File: config.mk
export PLATFORM = sky130hd
export DESIGN_NAME = vga_timing_ctrl
export DESIGN_NICKNAME = d
export VERILOG_FILES = /design/src/rtl/vga_timing_ctrl.sv
export SDC_FILE = /design/constraint.sdc
export NUM_CORES = 1
export LEC_CHECK = 0
export BUFFER_PORTS_ARGS = -buffer_cell sky130_fd_sc_hd__buf_2
export CORE_MARGIN = 3
export CORE_UTILIZATION = 23
export CTS_BUF_LIST = sky130_fd_sc_hd__clkbuf_8
export CTS_CLUSTER_DIAMETER = 150
export DETAILED_ROUTE_END_ITERATION = 10
export GPL_ROUTABILITY_DRIVEN = 0
export HOLD_SLACK_MARGIN = 0.02
export PLACE_DENSITY = 0.45
export SYNTH_ARGS = -nofsm -noshare
export SYNTH_HDL_FRONTEND = slang
export SYNTH_SLANG_ARGS = --single-unit
File: constraint.sdc
create_clock -name CLK100MHz -period 2.7 [get_ports CLK100MHz]
set_input_delay 0.405 -clock CLK100MHz [delete_from_list [all_inputs] [get_ports CLK100MHz]]
set_output_delay 0.405 -clock CLK100MHz [all_outputs]
set_load 0.01 [all_outputs]
File: src/rtl/vga_timing_ctrl.sv
// VGA raster timing generator with an 8-bit CPU register window and vblank/scanline interrupts.
// Optional feature macro: SCANLINE_IRQ_EN enables LINE_LO/LINE_HI, LINE_PEND and LINE_EN.
module vga_timing_ctrl #(
   parameter int unsigned CLK_DIV   = 4,
   parameter int unsigned H_VISIBLE = 640,
   parameter int unsigned H_FRONT   = 16,
   parameter int unsigned H_SYNC    = 96,
   parameter int unsigned H_BACK    = 48,
   parameter int unsigned V_VISIBLE = 480,
   parameter int unsigned V_FRONT   = 10,
   parameter int unsigned V_SYNC    = 2,
   parameter int unsigned V_BACK    = 33,
   parameter bit          HS_POL    = 1'b0,
   parameter bit          VS_POL    = 1'b0
) (
   input  logic        CLK100MHz,
   input  logic        rst,
   input  logic [7:0]  data_in,
   output logic [7:0]  data_out,
   input  logic [3:0]  addr,
   input  logic        rw,
   input  logic        cs_n,
   output logic        pix_en,
   output logic [10:0] hcount,
   output logic [10:0] vcount,
   output logic        visible,
   output logic        vga_hs,
   output logic        vga_vs,
   output logic        frame_start,
   output logic        irq
);

   localparam int unsigned H_TOTAL  = H_VISIBLE + H_FRONT + H_SYNC + H_BACK;
   localparam int unsigned V_TOTAL  = V_VISIBLE + V_FRONT + V_SYNC + V_BACK;
   localparam int unsigned CW       = 11;
   localparam int unsigned DW       = (CLK_DIV > 2) ? $clog2(CLK_DIV) : 1;
   localparam int unsigned HS_START = H_VISIBLE + H_FRONT;
   localparam int unsigned HS_END   = HS_START + H_SYNC;
   localparam int unsigned VS_START = V_VISIBLE + V_FRONT;
   localparam int unsigned VS_END   = VS_START + V_SYNC;

   localparam logic [DW-1:0] DIV_LAST = DW'(CLK_DIV - 1);
   localparam logic [DW-1:0] DIV_PRE  = DW'(CLK_DIV - 2);

   localparam logic [3:0] A_LINE_LO = 4'd0;
   localparam logic [3:0] A_LINE_HI = 4'd1;
   localparam logic [3:0] A_CTRL    = 4'd2;
   localparam logic [3:0] A_STATUS  = 4'd3;
   localparam logic [3:0] A_VCNT_LO = 4'd4;
   localparam logic [3:0] A_VCNT_HI = 4'd5;

   if (CLK_DIV < 2 || H_TOTAL > 2048 || V_TOTAL > 2048) begin : g_param_check
      $error("vga_timing_ctrl: CLK_DIV must be >= 2 and H/V totals must be <= 2048");
   end

   logic [DW-1:0] div_q;
   logic [CW-1:0] h_nxt;
   logic [CW-1:0] v_nxt;
   logic          h_wrap;
   logic          v_wrap;
   logic          line_start;
   logic          frame_wrap;
   logic          vis_nxt;
   logic          hs_act;
   logic          vs_act;
   logic          fs_pend_q;

   logic          cs_q;
   logic          access;
   logic          wr_en;
   logic          rd_pend_q;
   logic [3:0]    rd_addr_q;
   logic [1:0]    ctrl_q;
   logic [1:0]    status_q;
   logic [1:0]    status_set;
   logic [1:0]    status_clr;
   logic [7:0]    line_lo_q;
   logic [2:0]    line_hi_q;
   logic [7:0]    rd_data;

`ifdef SCANLINE_IRQ_EN
   localparam logic [1:0] FLAG_MASK = 2'b11;

   // Scanline compare value, written over the bus
   always_ff @(posedge CLK100MHz or negedge rst) begin
      if (!rst) begin
         line_lo_q <= '0;
         line_hi_q <= '0;
      end else if (wr_en) begin
         if (addr == A_LINE_LO) line_lo_q <= data_in;
         if (addr == A_LINE_HI) line_hi_q <= data_in[2:0];
      end
   end
`else
   localparam logic [1:0] FLAG_MASK = 2'b01;
   logic unused_data;

   assign line_lo_q   = '0;
   assign line_hi_q   = '0;
   assign unused_data = ^data_in[7:2];
`endif

   // Next raster position and its decode; everything is registered from this
   always_comb begin
      h_wrap     = (hcount == CW'(H_TOTAL - 1));
      v_wrap     = (vcount == CW'(V_TOTAL - 1));
      line_start = pix_en & h_wrap;
      frame_wrap = line_start & v_wrap;
      h_nxt      = hcount;
      v_nxt      = vcount;
      if (pix_en)     h_nxt = h_wrap ? '0 : hcount + CW'(1);
      if (line_start) v_nxt = v_wrap ? '0 : vcount + CW'(1);
      vis_nxt = (32'(h_nxt) < H_VISIBLE) && (32'(v_nxt) < V_VISIBLE);
      hs_act  = (32'(h_nxt) >= HS_START) && (32'(h_nxt) < HS_END);
      vs_act  = (32'(v_nxt) >= VS_START) && (32'(v_nxt) < VS_END);
   end

   always_ff @(posedge CLK100MHz or negedge rst) begin
      if (!rst) begin
         div_q       <= '0;
         pix_en      <= 1'b0;
         hcount      <= '0;
         vcount      <= '0;
         visible     <= 1'b1;
         vga_hs      <= ~HS_POL;
         vga_vs      <= ~VS_POL;
         fs_pend_q   <= 1'b0;
         frame_start <= 1'b0;
      end else begin
         div_q       <= (div_q == DIV_LAST) ? '0 : div_q + DW'(1);
         pix_en      <= (div_q == DIV_PRE);
         hcount      <= h_nxt;
         vcount      <= v_nxt;
         visible     <= vis_nxt;
         vga_hs      <= hs_act ? HS_POL : ~HS_POL;
         vga_vs      <= vs_act ? VS_POL : ~VS_POL;
         fs_pend_q   <= frame_wrap;
         frame_start <= fs_pend_q;
      end
   end

   // Bus decode: one access per falling edge of the sampled chip select
   always_comb begin
      access        = cs_q & ~cs_n;
      wr_en         = access & ~rw;
      status_clr    = (wr_en && addr == A_STATUS) ? data_in[1:0] : 2'b00;
      status_set    = 2'b00;
      status_set[0] = line_start && (32'(v_nxt) == V_VISIBLE);
      status_set[1] = line_start && (v_nxt == {line_hi_q, line_lo_q});
      status_set    = status_set & FLAG_MASK;
      case (rd_addr_q)
         A_LINE_LO: rd_data = line_lo_q;
         A_LINE_HI: rd_data = {5'b0, line_hi_q};
         A_CTRL:    rd_data = {6'b0, ctrl_q};
         A_STATUS:  rd_data = {6'b0, status_q};
         A_VCNT_LO: rd_data = vcount[7:0];
         A_VCNT_HI: rd_data = {5'b0, vcount[10:8]};
         default:   rd_data = 8'h00;
      endcase
   end

   // Register file, W1C status (set beats clear) and interrupt
   always_ff @(posedge CLK100MHz or negedge rst) begin
      if (!rst) begin
         cs_q      <= 1'b1;
         rd_pend_q <= 1'b0;
         rd_addr_q <= '0;
         ctrl_q    <= '0;
         status_q  <= '0;
         irq       <= 1'b0;
         data_out  <= '0;
      end else begin
         cs_q      <= cs_n;
         rd_pend_q <= access & rw;
         if (access) rd_addr_q <= addr;
         if (wr_en && addr == A_CTRL) ctrl_q <= data_in[1:0] & FLAG_MASK;
         status_q  <= (status_q & ~status_clr) | status_set;
         irq       <= |(status_q & ctrl_q);
         if (cs_n)           data_out <= 8'h00;
         else if (rd_pend_q) data_out <= rd_data;
      end
   end

endmodule

==> results.toml <==
[critical_path]
worstPathArrival_ps = 2440
crit_path_start_kind = "flip-flop"
path_max_fanout = 7
cp.required_ps = 2910
critPathKind = "flip-flop to flip-flop"
endpoint_kind = "flip-flop"

[sta]
clock.fmax_ghz = 0.4493
fin_crit_sh = 0.8244
finClkSkew_ps = 9.401
finalHoldViolCount = 0
holdWs_ps = 186.2
period_minus_slack_ps = 2226
rsz0062_at_grt = "no"
final.setup.tns_ps = 0
relSlewSlack = 0.5934
slew_violations = 0
finalSetupViolations = 0
tightest_slew_ps = 610.0

[clocking]
cts_hold_buffers = 0
htree_levels = 2
clkSinkCount = 48
cts_tree = "yes"
clock_latency_ps = 310
cts_resized = 0
cts_buffer_depth = 2
clkTransAtPathRegs_ps = 100
postCtsSetupRepairBufs = 0
numCtsBuffers = 5
cts-root-buf = "clkbuf_8"

[route]
post_drt_wl_per_cell_um = 13.97
drt_wl_total_um = 5351
drcViolationCount = 0
postRouteAntennaNets = 0
vias = 1706
drtPass1Iterations = 4
viasPerCell = 4.454
drtIter0Drc = 54

[grt]
first_global_vias = 1741
grt_max_degree = 49
globalRouteTotalUtil = 0.09963
grt_pass1_wl_um = 8894
antenna_found_initial = 0
grt-ovfl-total = 0

[power_and_ir_drop]
ir_drop_mv = 0.1691
power.density_nw_per_um2 = 447.4
p_leak_nw = 1.316

[place]
dp_hpwl_um = 3942
post-place-cells = 375
portBuffers = 45

[synthesis]
ys_types = 43
synth-seq-cells = 48
synth_edf_count = 0
syn_nets = 227
synth_area_sq_um = 2290
synthCells = 206
yosys_warnings = 0
async_flop_share = 1.000
synth_seq_area_share = 0.5268
syn_avg_cell_area_sq_um = 11.12
synthFlopType = "dfrtp_1"

[layout]
area_growth_syn_to_layout_pct = 19.95
nets = 274
final_cells = 383
antennaDiodeCount = 0
drive_gt1_frac = 0.2795

[floorplan]
dieHeight_um = 105.8
pin_count = 52
rows = 35
core_area_sq_um = 9459
start_util = 0.2421
dieArea_sq_um = 11190
die_width_um = 105.8

[outcome]
status = "completed"

[run]
drv_cap = 0

[hold_path]
hold_path.class = "primary input to async pin"
==> cells in the final DEF, fill, tap and decap left out, types with 7 or more instances in the layout <==
master / instances
and3_1: 8
nor2_1: 15
nand3_1: 12
dfrtp_1: 44
nand4_1: 7
inv_1: 7
a21oi_1: 7
nand2_1: 11
xnor2_1: 12
buf_2: 45
==> cell usage after synthesis (all sizes together) (2+ instances only) <==
cell type,instances,area share
dfrtp,44,0.48
nor2,15,0.025
xnor2,13,0.053
nand3,12,0.026
nand2,11,0.018
and3,8,0.022
nand4,8,0.025
a21oi,7,0.015
and4,6,0.023
inv,6,0.0098
mux2,6,0.030
o21ai,6,0.013
a22o,5,0.019
buf,5,0.013
ha,5,0.027
clkbuf,4,0.0066
dfstp,4,0.046
mux2i,4,0.017
nor3,4,0.011
xor2,4,0.015
and2,3,0.0087
nor2b,3,0.0082
nor4bb,3,0.013
a21boi,2,0.0066
nand3b,2,0.0066
nor4,2,0.0055
nor4b,2,0.014
o32ai,2,0.0077
or3,2,0.0055
==> worst paths after layout <==
check                                to  slack, ps  startpoint  cells past startpoint
setup / recovery                visible        470   hcount[5]                      6
hold / removal             rd_addr_q[3]        190         rst                      2
setup reg to reg                visible        470   hcount[5]                      6
hold reg to reg             frame_start        360   fs_pend_q                      0
max in group asynchronous     hcount[6]       2100         rst                      2
min in group CLK100MHz             cs_q        250        cs_n                      1
==> power by group <==
part	total (mW)	internal [mW]	switching (mW)
clock network	0.432	0.178	0.254
registers	0.746	0.731	0.0144
logic	0.0515	0.0235	0.0280
==> area by class of cell <==
class,count,area [sq um]
Fill cell,1035,6713
Sequential cell,48,1206
Multi-Input combinational cell,143,1016
Timing Repair Buffer,49,255.2
Tap cell,129,161.4
Clock buffer,5,68.82
Inverter,6,22.52
Clock inverter,3,16.27
==> per-stage QoR <==
stage	cell area, sq um	setup WS, ps	utilization	power (mW)
4_1_cts	2746	443.5	0.2903	1.254
3_5_place_dp	2661	478.9	0.2813	0.8136
5_1_grt	2746	253.6	0.2903	1.291
6_report	2746	474.1	0.2903	1.229
2_1_floorplan	2290	721.1	-	0.7819
3_3_place_gp	2661	491.4	0.2813	0.8125
==> state kept, by name, indices dropped and copies added, names as in the netlist, 2 cells and up <==
register,count
vcount,11
status_q,2
hcount,11
div_q,2
rd_addr_q,4
data_out,8
==> metal layers <==
layer	vias up	track usage	share of wire	routed length, um
met4	0	0.03238	0.010	55
met1	818	0.1369	0.50	2675
met2	42	0.1503	0.43	2313
li1	839	-	-	-
met3	7	0.02878	0.057	307
met5	-	0	0	0
==> critical path: stages (launching register included) <==
cell and delay, ps:
dfrtp_1 460, nor4b_4 390, and4_1 460, nand4_2 170
xnor2_2 160, and4_1 200, nor4bb_1 280
==> cell families (layout without fill, tap and decap cells) <==
group | Yosys count | in the layout | share of synthesized area
XOR/XNOR | 17 | 17 | 0.06831
AND/OR/NAND/NOR | 83 | 83 | 0.2175
flip-flops | 48 | 48 | 0.5268
AO/OA/AOI/OAI | 28 | 28 | 0.08361
adder cells (fa/ha/maj) | 5 | 5 | 0.02732
multiplexers | 10 | 10 | 0.04699
buffers and inverters | 15 | 63 | 0.02950
Power figures use the tool's default switching activity.
